**config.mk**
```make
export PLATFORM = sky130hd
export DESIGN_NAME = rca_seq_ctrl
export DESIGN_NICKNAME = d
export VERILOG_FILES = /design/src/rtl/rca_seq_ctrl_pkg.sv /design/src/rtl/rca_seq_ctrl_iter_down_cnt.sv /design/src/rtl/rca_seq_ctrl.sv
export SDC_FILE = /design/constraint.sdc
export NUM_CORES = 1
export LEC_CHECK = 0
export CAP_MARGIN = 20
export CORE_AREA = 5 5 42 44
export CTS_CLUSTER_DIAMETER = 40
export CTS_CLUSTER_SIZE = 20
export DETAILED_ROUTE_END_ITERATION = 16
export DIE_AREA = 0 0 47 49
export PLACE_DENSITY = 0.72
export SETUP_SLACK_MARGIN = 0.15
export SYNTH_ARGS = -nofsm -noshare
export SYNTH_HDL_FRONTEND = slang
export SYNTH_SLANG_ARGS = --single-unit
```
**constraint.sdc**
```tcl
create_clock -name clk -period 1.8 [get_ports clk]
set_input_delay 0.36 -clock clk [delete_from_list [all_inputs] [get_ports clk]]
set_output_delay 0.36 -clock clk [all_outputs]
set_load 0.02 [all_outputs]
```
**src/rtl/rca_seq_ctrl_pkg.sv**
```systemverilog
// ============================================================================
// Module      : rca_seq_pkg
// Description : Shared state encoding and source-select constants for the
//               IO-register / RCA sequencer.
// Revision    : 1.0 - initial release
// ============================================================================
`default_nettype none

package rca_seq_pkg;

    typedef enum logic [2:0] {
        IDLE  = 3'd0,
        LOAD  = 3'd1,
        ADD   = 3'd2,
        STORE = 3'd3,
        DONE  = 3'd4,
        CLEAR = 3'd5
    } state_t;

    localparam logic SRC_EXT = 1'b0;
    localparam logic SRC_SUM = 1'b1;

endpackage

`default_nettype wire

```
**src/rtl/rca_seq_ctrl_iter_down_cnt.sv**
```systemverilog
// ============================================================================
// Module      : iter_down_cnt
// Description : Loadable down-counter for the add-pass count, with zero/one
//               flags. Load takes priority over decrement.
// Revision    : 1.0 - initial release
// ============================================================================
`default_nettype none

module iter_down_cnt #(
    parameter int ITER_W = 4
) (
    input  logic              clk,
    input  logic              clr_n,
    input  logic              load_i,
    input  logic              en_i,
    input  logic [ITER_W-1:0] d_i,
    output logic              is_zero_o,
    output logic              is_one_o
);

    logic [ITER_W-1:0] cnt_q;
    logic [ITER_W-1:0] cnt_d;

    always_comb begin
        cnt_d = cnt_q;
        if (load_i) begin
            cnt_d = d_i;
        end else if (en_i && (cnt_q != '0)) begin
            cnt_d = cnt_q - 1'b1;
        end
    end

    always_ff @(posedge clk or negedge clr_n) begin
        if (!clr_n) begin
            cnt_q <= '0;
        end else begin
            cnt_q <= cnt_d;
        end
    end

    assign is_zero_o = (cnt_q == '0);
    assign is_one_o  = (cnt_q == {{(ITER_W-1){1'b0}}, 1'b1});

endmodule

`default_nettype wire

```
**src/rtl/rca_seq_ctrl.sv**
```systemverilog
// ============================================================================
// Module      : rca_seq_ctrl
// Description : Load / N x add-writeback / store sequencer driving the IO
//               register strobes and input-source mux of the RCA datapath.
// Revision    : 1.0 - initial release
// ============================================================================
`default_nettype none

module rca_seq_ctrl
    import rca_seq_pkg::*;
#(
    parameter int ITER_W = 4
) (
    input  logic              clk,
    input  logic              clr_n,
    input  logic              start,
    input  logic [ITER_W-1:0] iters,
    input  logic              abort,
    input  logic              c_out,
    output logic              reg_clr,
    output logic              reg_ld,
    output logic              reg_st,
    output logic              src_sel,
    output logic              busy,
    output logic              done,
    output logic              ovf
);

    state_t state_q;
    state_t state_d;
    logic   ovf_q;
    logic   ovf_d;
    logic   cnt_load;
    logic   cnt_en;
    logic   cnt_is_zero;
    logic   cnt_is_one;

    assign cnt_load = (state_q == IDLE) && start;
    assign cnt_en   = (state_q == ADD);

    iter_down_cnt #(
        .ITER_W (ITER_W)
    ) u_iter_cnt (
        .clk       (clk),
        .clr_n     (clr_n),
        .load_i    (cnt_load),
        .en_i      (cnt_en),
        .d_i       (iters),
        .is_zero_o (cnt_is_zero),
        .is_one_o  (cnt_is_one)
    );

    always_comb begin
        state_d = state_q;
        ovf_d   = ovf_q;
        case (state_q)
            IDLE: begin
                if (start) begin
                    state_d = LOAD;
                    ovf_d   = 1'b0;
                end
            end
            LOAD: begin
                if (abort) begin
                    state_d = CLEAR;
                end else if (cnt_is_zero) begin
                    state_d = STORE;
                end else begin
                    state_d = ADD;
                end
            end
            ADD: begin
                ovf_d = ovf_q | c_out;
                if (abort) begin
                    state_d = CLEAR;
                end else if (cnt_is_one) begin
                    state_d = STORE;
                end
            end
            STORE:   state_d = abort ? CLEAR : DONE;
            DONE:    state_d = abort ? CLEAR : IDLE;
            CLEAR: begin
                state_d = IDLE;
                ovf_d   = 1'b0;
            end
            default: state_d = IDLE;
        endcase
    end

    always_ff @(posedge clk or negedge clr_n) begin
        if (!clr_n) begin
            state_q <= IDLE;
            ovf_q   <= 1'b0;
        end else begin
            state_q <= state_d;
            ovf_q   <= ovf_d;
        end
    end

    // Pure state decode keeps the strobes glitch-free of input paths.
    always_comb begin
        reg_clr = 1'b0;
        reg_ld  = 1'b0;
        reg_st  = 1'b0;
        src_sel = SRC_EXT;
        done    = 1'b0;
        case (state_q)
            LOAD:  reg_ld = 1'b1;
            ADD: begin
                reg_ld  = 1'b1;
                src_sel = SRC_SUM;
            end
            STORE: reg_st  = 1'b1;
            DONE:  done    = 1'b1;
            CLEAR: reg_clr = 1'b1;
            default: ;
        endcase
    end

    assign busy = (state_q != IDLE);
    assign ovf  = ovf_q;

endmodule

`default_nettype wire

```
After elaboration in Yosys (flattened, before gate mapping)

Index checks and enable logic that the tools add are counted.

Flip-flop bits (word level): 8
Output and inout bits: 7
Word-level logic and storage cells: 41

$add $sub $neg: 1
Equal/unequal tests: 8
Muxes and demuxes: 17
Bitwise gates (word level): 1
Reductions and logical operators: 11

Operators with widths:

| kind                                                               | number |
|---|---|
| 3-bit two-way mux                                                  | 5 |
| 3-bit one-hot mux with 5 select lines                              | 1 |
| 1-bit two-way mux                                                  | 8 |
| 4-bit two-way mux                                                  | 2 |
| 3-bit by 2-bit == test with 1-bit output, second input constant    | 2 |
| 3-bit == test, second input constant                               | 2 |
| 3-bit nonzero test                                                 | 2 |
| 4-bit by 1-bit == test with 1-bit output, second input constant    | 1 |
| 4-bit logical NOT                                                  | 1 |
| 2-bit AND reduction                                                | 2 |
| 4-bit nonzero test                                                 | 1 |
| 4-bit by 1-bit subtractor with 4-bit output, second input constant | 1 |
| 3-bit by 1-bit == test with 1-bit output, second input constant    | 1 |
| 3-bit logical NOT                                                  | 1 |
| 3-bit inequality test, second input constant                       | 1 |
| 1-bit one-hot mux with 3 select lines                              | 1 |
| 1-bit logical AND                                                  | 2 |
| 2-bit inequality test, second input constant                       | 1 |
| 2-bit nonzero test                                                 | 1 |
| 2-bit OR reduction                                                 | 1 |
| 1-bit OR                                                           | 1 |

Longest topological paths before layout

Gate-level depths: netlist of run 1.

Depth after elaboration: 4
Mapped depth: 6
Depth with buffers taken out: 6

By module

From an unflattened synthesis of run 1, not the netlist that was laid out.

Cell total of the unflattened synthesis: 65
Area total of the unflattened synthesis: 559.3 µm²

By module, submodules not included:

| module        | times used | cells each | area an instance (µm²) | seq. area each (µm²) |
|---|---|---|---|---|
| rca_seq_ctrl  | 1          | 35         | 292.8                  | 100.1 |
| iter_down_cnt | 1          | 30         | 266.5                  | 100.1 |

Worst setup path after synthesis of run 1

OpenSTA, ideal clock, no wires.

Kind: register to output
Start: register state_q[2]
End: output port reg_clr
Data arrival time: 1215 ps
Required time: 1440 ps
Setup slack: 225 ps
Stages on the path, launching flop included: 3
Buffers on the path: 1
Cells stage by stage: dfrtp_1 > buf_2 > nor3b_1

Longest elaborated chain between the ends: 2

RTL lines:

| item                   | RTL line            | text |
|---|---|---|
| from (decl)            | rca_seq_ctrl.sv:29  | `state_t state_q;` |
| from (signal assigned) | rca_seq_ctrl.sv:95  | `state_q <= state_d;` |
| 3-bit == test          | rca_seq_ctrl.sv:107 | `case (state_q)` |
| 1-bit two-way mux      | rca_seq_ctrl.sv:107 |  |
| to (decl)              | rca_seq_ctrl.sv:20  | `output logic reg_clr,` |

Every way passes these cells.

Worst setup path after layout of run 1

Start: register ovf_q (netlist: ovf)
End: output port ovf

RTL lines:

| item                   | RTL line           | text |
|---|---|---|
| from (decl)            | rca_seq_ctrl.sv:31 | `logic ovf_q;` |
| from (signal assigned) | rca_seq_ctrl.sv:96 | `ovf_q <= ovf_d;` |
| to (decl)              | rca_seq_ctrl.sv:26 | `output logic ovf` |

No word-level cell between the ends.

==> results of run 1 <==
routing by layer:
metal	wire length, um	global-route usage [%]	vias up
li1	-	-	268
met1	586	16.2	266
met2	630	20.1	12
met3	74	3.69	5
met4	29	6.91	0
met5	0	0	-
Yosys cell counts (3+ instances only):
cell / number / area, um^2
dfrtp_1: 8 / 200
nor2_1: 8 / 30.0
a21oi_1: 6 / 30.0
nand2_1: 4 / 15.0
o21ai_0: 3 / 15.0
inv_1: 5 / 18.8
nor3_1: 3 / 15.0
ha_1: 3 / 37.5
nor3b_1: 4 / 30.0
xnor2_1: 3 / 26.3
buf_2: 3 / 15.0
nand3_1: 3 / 15.0
registers in the layout, summed over array words and instances, names as in the netlist:
signal and count:
u_iter_cnt.cnt_q 4, ovf 1, state_q 3
stage by stage:
stage / setup WS (ns) / cells / hold slack (ns)
after floorplan: 0.225 / 64 / 0.0644
after CTS: 0.0805 / 103 / 0.387
after global routing: 0.144 / 103 / 0.404
final: 0.189 / 103 / 0.374
after global placement: 0.0177 / 100 / 0.539
after detailed placement: -0.00501 / 100 / 0.570
power by group:
part / internal, mW / switching [mW] / total, mW / leakage (nW)
registers: 0.269 / 0.130 / 0.399 / 0.0939
clock network: 0.0769 / 0.0698 / 0.147 / 0.0138
logic: 0.463 / 0.424 / 0.887 / 0.252
total: 0.808 / 0.624 / 1.43 / 0.360
cell type report:
type	count	area (um^2)	share of cell area (%)
Sequential cell	8	204	25.2
Inverter	5	18.8	2.31
Multi-Input combinational cell	48	353	43.5
Tap cell	16	20.0	2.47
Clock buffer	3	22.5	2.78
Timing Repair Buffer	23	193	23.8
final timing paths:
path,startpoint,end,slack (ns)
worst max-delay path,ovf,ovf,0.19
worst min-delay path,clr_n,u_iter_cnt.cnt_q[3],0.37
worst max register to register,u_iter_cnt.cnt_q[1],u_iter_cnt.cnt_q[3],0.22
worst min register to register,ovf,ovf,0.58
max in group asynchronous,clr_n,state_q[2],1.13
min in group clk,ovf,ovf,0.58
logic make-up after synthesis:
kind of cell               Yosys count  share of synthesized area [%]
xor gates and xnor gates             4                           6.25
muxes                                1                           2.68
DFF                                  8                           35.7
buffers and inverters                8                           6.03
AOI/OAI and AO/OA                   14                           15.0
adders and majority gates            3                           6.70
and+or+nand+nor                     26                           27.7
what timing repair did:
item | in CTS | in global routing
pin swaps | 0 | 2
gates resized for setup | 24 | 14
gates cloned | 0 | 0
setup endpoints to repair | 6 | 8
==> qor.yml, run 1 <==
place:
  hpwlAfterDp_um: 1020
  portBuffers: 15
  gp_congestion: 0.768
  placed_area_um2: 776
synth:
  synth_ff_type: "dfrtp_1"
  async_reset_ff_share_pct: 100
  ys_ff_latch: 8
  synthCells: 64
  synth.avg_cell_area_um2: 8.76
  synth_edf_count: 0
  yosys_warnings: 0
  synth_nets: 76
  syn_area_um2: 561
  ys_types: 23
  yosysSeqAreaShare_pct: 35.7
worst_setup_path:
  worstPathRequired_ns: 1.44
  arrival_ns: 1.25
  crit_chain: "clkdlybuf4s50_1"
  cpMaxStageDelayCell: "clkdlybuf4s50_1"
  end_kind: "output pin"
  cp-start-kind: "register"
  crit_fanout: 3
  critical_path_buf_inv_count: 1
  rr_worst_depth: 6
  cp.depth: 1
  cpPeakStageDelay_ns: 0.63
  cp_top_family: "buffers and inverters"
  critical_path_class: "register to output pin"
route:
  viasPerCell: 5.35
  drtIter0Drc: 4
  dr.pass1.iters: 4
  ant_nets: 0
  drc: 0
  avgRoutedWirePerCell_um: 12.8
  drt-total-wl_um: 1320
  via_count: 551
layout:
  fill_cells: 126
  layout_commonest_cell: "clkdlybuf4s50_1"
  layout_common_cells: "9 x clkdlybuf4s50_1, 8 x buf_4, 7 x nor2_1"
  finalCoreUtilization_pct: 57.9
  syn_to_final_growth_pct: 44.6
  stdcell_area_um2: 811
  num-nets-final: 101
  antenna_cells: 0
  drive_gt1_share_pct: 33.3
floorplan:
  core-area_mm2: 0.00140
  io_pins: 16
  dieArea_mm2: 0.00230
  initial_core_util_pct: 40.0
  die_x_um: 47
  num_rows: 14
  die_h_um: 49
grt:
  antenna_found_initial: 0
  grt_pass1_wl_um: 2190
  grt_pass1_vias: 533
  grt_max_degree: 9
  overflow: 0
  grtUsageTotal_pct: 13.2
power:
  p_leak_nw: 0.360
  powerDensity_mw_per_mm2: 1770
  power_mw: 1.43
  ir_drop_mv: 0.898
sta:
  slew_violations: 0
  tns_ns: 0
  max_freq_mhz: 621
  clock_skew_ns: 0.00560
  hold_violations: 0
  setup_viol: 0
  tightestPinTransition_ns: 0.369
  rsz0062_at_grt: "true"
  slew_headroom_pct: 75.3
  fin_crit_sh_pct: 89.5
  finalCriticalPeriod_ns: 1.61
clocking:
  clock-sinks: 8
  cts_hold_buf: 0
  clkTransAtPathRegs_ns: 0.06
  cts-root-buf: "clkbuf_4"
  cts_inserted_buffers: 3
  cts_tree: "built"
  clockBufferDepth: 2
  post_cts_buffers: 0
  cts_htree_levels: 1
  clock_latency_ns: 0.26
outcome:
  status: "complete, no violations"
run:
  cap_violations: 0
hold_path:
  hp-class: "input port to async pin"
(Power assumes the default switching activity.)
==> run 2: changes to the inputs <==
- CTS_BUF_LIST: unset -> sky130_fd_sc_hd__clkbuf_16
- RECOVER_POWER: unset -> 50
==> run 2 against run 1 <==
Sequential share of layout area shrank 1.1 points. Highest routed layer unchanged. Critical path depth is 3 higher. Combinational power decreased by 6.1%. Fmax grew 0.57%. Total power rose by 11%. Count of clock-buffer cells in the layout stayed put. Worst setup slack better by 0.0092 ns. Register-to-register slack is essentially flat.
==> qor.yml, run 2 (synthesis results as in run 1) <==
outcome:
  status: "complete, no violations"
clocking:
  clock-sinks: 8  # unchanged
  clkTransAtPathRegs_ns: 0.04  # -0.02 ns
  cts_inserted_buffers: 3  # unchanged
  cts_htree_levels: 1  # unchanged
  clockBufferDepth: 2  # unchanged
  cts_tree: "built"
  clock_latency_ns: 0.24  # -0.02 ns
  cts_hold_buf: 0  # unchanged
  cts-root-buf: "clkbuf_16"
layout:
  top_register: "u_iter_cnt.cnt_q"
  largest_reg_flops: 4  # unchanged
  drive_gt1_share_pct: 28.4  # -4.9 points
  syn_to_final_growth_pct: 48.4
  num-nets-final: 102  # +0.99%
  antenna_cells: 0  # unchanged
  layout_common_cells: "8 x nor2_1, 8 x dfrtp_1, 8 x buf_4"
  fill_cells: 125  # -0.79%
route:
  drtIter0Drc: 8  # +4
  avgRoutedWirePerCell_um: 14.5  # +13%
  viasPerCell: 5.40  # +1.0%
  drt-total-wl_um: 1500  # +14%
  drc: 0  # unchanged
  ant_nets: 0  # unchanged
  dr.pass1.iters: 4  # unchanged
  via_count: 562  # +2.0%
worst_setup_path:
  crit_chain: "buf_4 -> xnor2_1 -> nor2_1 -> clkbuf_2"
  worstPathRequired_ns: 1.44  # about the same
  cp_top_family: "flip-flops"
  end_kind: "output pin"
  crit_fanout: 5  # +2
  cpMaxStageDelayCell: "dfrtp_1"
  critical_path_class: "register to output pin"
  arrival_ns: 1.24  # about the same
  cpPeakStageDelay_ns: 0.42  # -0.21 ns
  cp-start-kind: "register"
  critical_path_buf_inv_count: 2  # +1
sta:
  clock_skew_ns: 0.00330  # -0.00230 ns
  finalCriticalPeriod_ns: 1.60  # -0.00920 ns
  rsz0062_at_grt: "true"
  hold_violations: 0  # unchanged
  slew_headroom_pct: 74.3  # -1.0 points
  tightestPinTransition_ns: 0.384  # +0.0149 ns
  fin_crit_sh_pct: 89.0  # -0.51 points
  holdWs_ns: 0.482  # +0.108 ns
  worst_slack_ns: 0.198  # +0.00920 ns
  setup_viol: 0  # unchanged
  slew_violations: 0  # unchanged
  max_freq_mhz: 624  # +0.57%
floorplan:
  core-area_mm2: 0.00140  # unchanged
  dieArea_mm2: 0.00230  # unchanged
  io_pins: 16  # unchanged
  die_h_um: 49  # unchanged
  initial_core_util_pct: 40.0  # unchanged
  die_x_um: 47  # unchanged
  num_rows: 14  # unchanged
place:
  gp_congestion: 0.768  # unchanged
  portBuffers: 15  # unchanged
  hpwlAfterDp_um: 1020  # unchanged
  dp_slack_ns: -0.00501  # unchanged
grt:
  grt_max_degree: 9  # unchanged
  grt_pass1_wl_um: 2420  # +10%
  grtUsageTotal_pct: 14.5  # +1.3 points
  antenna_found_initial: 0  # unchanged
  overflow: 0  # unchanged
  grt_pass1_vias: 558  # +4.7%
power:
  power_mw: 1.59  # +11%
  powerDensity_mw_per_mm2: 1910  # +8.3%
  ir_drop_mv: 1.05  # +17%
  p_leak_nw: 0.379  # +5.4%
run:
  cap_violations: 0  # unchanged
hold_path:
  hp-class: "input port to async pin"
## run 2: worst paths after layout
kind                                     start                  end  slack [ns]  cells after the start
min                                      clr_n                  ovf        0.48                      1
max in group asynchronous                clr_n  u_iter_cnt.cnt_q[2]        1.04                      1
min in group clk                           ovf                  ovf        0.57                      2
max                                 state_q[0]               reg_ld        0.20                      4
max reg2reg                u_iter_cnt.cnt_q[1]  u_iter_cnt.cnt_q[3]        0.22                      6
min reg2reg                                ovf                  ovf        0.57                      2
## run 2: area by class of cell
class | count | area [um^2] | area share, %
timing repair buffer | 24 | 184 | 22.1
inverter | 5 | 18.8 | 2.26
sequential | 8 | 200 | 24.1
multi-input combinational | 48 | 334 | 40.2
tap | 16 | 20.0 | 2.41
clock buffer | 3 | 75.1 | 9.02
## run 2: stage by stage
step	utilization (%)	instance area, um^2	cells	setup TNS, ns
floorplan	-	561	64	0
global placement	55.4	776	100	0
detailed placement	55.4	776	100	-0.00501
CTS	60.9	853	104	0
global route	59.4	832	104	0
finish	59.4	832	104	0
## run 2: what timing repair did
action | CTS | global route
setup buffers | 1 | 0
resized for setup | 15 | 11
setup endpoints to repair | 6 | 8
## run 2: power breakdown
part           switching [mW]  internal [mW]
combinational           0.431          0.402
sequential              0.112          0.263
clock                  0.0958          0.287
total                   0.639          0.953
## run 2: metal layers
metal	track usage, %	routed length [um]	vias to the layer above
li1	-	-	267
met4	6.91	26	0
met3	3.69	97	4
met1	17.3	575	271
met2	23.3	804	20
met5	0	0	-
## run 2: worst register-to-register path: stages (launching register included)
cell     delay (ns)
dfrtp_1        0.39
inv_1          0.11
ha_1           0.15
or3b_4         0.41
nand3_2        0.10
xnor2_1        0.06
mux2_4         0.25
==> run 3: changes to the inputs <==
- clock period: 1.8 -> 1.95 ns (I/O delays scaled with it)
==> run 3 against run 2 <==
Non-clock buffer count fell by 4. Combinational power fell by 13%. Die area did not move. Core utilization decreased by 0.27 points. Critical path type unchanged. Critical endpoint unchanged.
==> qor.yml, run 3 (synthesis results as in run 1) <==
outcome:
  status: "complete, no violations"
floorplan:
  initial_core_util_pct: 40.0  # unchanged
  dieArea_mm2: 0.00230  # unchanged
  num_rows: 14  # unchanged
  io_pins: 16  # unchanged
  die_x_um: 47  # unchanged
  core-area_mm2: 0.00140  # unchanged
  die_h_um: 49  # unchanged
clocking:
  clkTransAtPathRegs_ns: 0.04  # about the same
  cts_inserted_buffers: 3  # unchanged
  clockBufferDepth: 2  # unchanged
  clock_latency_ns: 0.23  # about the same
  cts_tree: "built"
  clock-sinks: 8  # unchanged
  cts_htree_levels: 1  # unchanged
  cts-root-buf: "clkbuf_16"
power:
  ir_drop_mv: 0.968  # -8.0%
  p_clk_share_pct: 24.4  # +0.3 points
  intPower_uw: 856  # -10%
  p_sw_uw: 594  # -7.1%
  p_leak_nw: 0.371  # -2.2%
  power.share.switching_pct: 40.9  # +0.81 points
  power_mw: 1.45  # -8.9%
  powerDensity_mw_per_mm2: 1750  # -8.5%
  seqPwrFrac_pct: 25.6  # +2.0 points
  comb_power_share_pct: 50.0  # -2.3 points
layout:
  num-nets-final: 98  # -3.9%
  layout_commonest_cell: "nor2_1"
  drive_gt1_share_pct: 21.4  # -7.0 points
  top_register: "u_iter_cnt.cnt_q"
  layout_common_cells: "8 x nor2_1, 7 x clkdlybuf4s50_1, 6 x a21oi_1, 6 x dfrtp_1"
  syn_to_final_growth_pct: 47.8
  fill_cells: 130  # +4.0%
  antenna_cells: 0  # unchanged
  largest_reg_flops: 4  # unchanged
worst_setup_path:
  crit_path_start: "state_q[1]"
  crit_path_end: "reg_ld"
  end_kind: "output pin"
  rr_worst_depth: 6  # unchanged
  worstPathRequired_ns: 1.56  # +0.12 ns
  r2r_start: "u_iter_cnt.cnt_q[0]"
  crit_fanout: 11  # +6
  r2r_slack_ns: 0.35  # +0.13 ns
  reg2reg_to: "u_iter_cnt.cnt_q[3]"
  arrival_ns: 1.39  # +0.15 ns
  critical_path_class: "register to output pin"
  cp-start-kind: "register"
place:
  hpwlAfterDp_um: 1030  # +0.71%
  portBuffers: 15  # unchanged
  gp_congestion: 0.857  # +12%
sta:
  tns_ns: 0  # unchanged
  rsz0062_at_grt: "false"
  max_freq_mhz: 562
  clock_skew_ns: 0.00125  # -0.00205 ns
  holdWs_ns: 0.522  # +0.0396 ns
  fin_crit_sh_pct: 91.3
  slew_violations: 0  # unchanged
  tightestPinTransition_ns: 0.404  # +0.0199 ns
  setup_viol: 0  # unchanged
  slew_headroom_pct: 73.0  # -1.3 points
  finalCriticalPeriod_ns: 1.78
  hold_violations: 0  # unchanged
route:
  viasPerCell: 5.33  # -1.4%
  drt-total-wl_um: 1540  # +2.3%
  via_count: 533  # -5.2%
  drc: 0  # unchanged
  drtIter0Drc: 15  # +7
  ant_nets: 0  # unchanged
  avgRoutedWirePerCell_um: 15.4  # +6.4%
  dr.pass1.iters: 4  # unchanged
grt:
  antenna_found_initial: 0  # unchanged
  grt_pass1_vias: 544  # -2.5%
  overflow: 0  # unchanged
  grt_pass1_wl_um: 2430  # +0.29%
  grt_max_degree: 12  # +3
  grtUsageTotal_pct: 14.7  # +0.13 points
run:
  cap_violations: 0  # unchanged
hold_path:
  hp-class: "input port to async pin"
-- run 3: changes by cell type in the layout (fill, tap and decap cells not counted) --
cell,change
inv_2,-1
nand2_2,-1
buf_4,-3
clkbuf_1,-1
dfrtp_1,-2
nor3_2,-1
buf_2,-3
dlygate4sd2_1,+3
nor3_4,+1
nand2_1,+1
inv_1,+1
clkbuf_2,-1
clkdlybuf4s15_1,+1
dfrtp_2,+2
-- run 3: timing repair --
action,in CTS,in global routing
endpoints found under the setup margin,6,6
hold buffers,0,0
pin swaps,0,0
gates resized for setup,6,10
setup buffers,0,0
gates cloned,0,0
-- run 3: worst min path at each step --
stage | startpoint | end | slack (ns) | depth (start not counted)
floorplan | clr_n | ovf | 0.09 | 0
global placement | ovf | ovf | 0.55 | 2
detailed placement | ovf | ovf | 0.56 | 2
CTS | clr_n | u_iter_cnt.cnt_q[1] | 0.47 | 1
global route | clr_n | u_iter_cnt.cnt_q[2] | 0.56 | 1
finish | clr_n | u_iter_cnt.cnt_q[1] | 0.52 | 1
-- run 3: metal layers --
metal / wire [um] / up-vias / track usage, %
met1: 626 / 247 / 18.8
met3: 86 / 4 / 3.69
met2: 790 / 22 / 22.9
met5: 0 / - / 0
met4: 34 / 0 / 5.53
li1: - / 260 / -
-- run 3: cell type report --
class	count	area, um^2	area share, %
Tap cell	16	20.0	2.42
Inverter	5	18.8	2.27
Clock buffer	3	75.1	9.06
Multi-Input combinational cell	48	338	40.8
Timing Repair Buffer	20	174	21.0
Sequential cell	8	203	24.5
-- run 3: worst max-delay path, stage by stage (launching register included) --
cell and delay [ns]:
dfrtp_2 0.49, xnor2_1 0.28, nor2_1 0.09, clkdlybuf4s15_1 0.30
-- run 3: power groups by stage --
stage	combinational, mW	sequential [mW]	clock, mW
3_3_place_gp	0.720	0.351	0
5_1_grt	0.795	0.389	0.372
6_report	0.725	0.371	0.354
3_5_place_dp	0.736	0.353	0
4_1_cts	0.712	0.352	0.357
2_1_floorplan	0.511	0.303	0
-- run 3: stage by stage --
stage               cells  area, um^2  utilization [%]  worst slack, ns
floorplan              64         561                -            0.345
global placement       97         753             53.8            0.130
detailed placement     97         753             53.8           0.0950
CTS                   100         821             58.6           0.0829
global route          100         828             59.1            0.114
finish                100         828             59.1            0.169
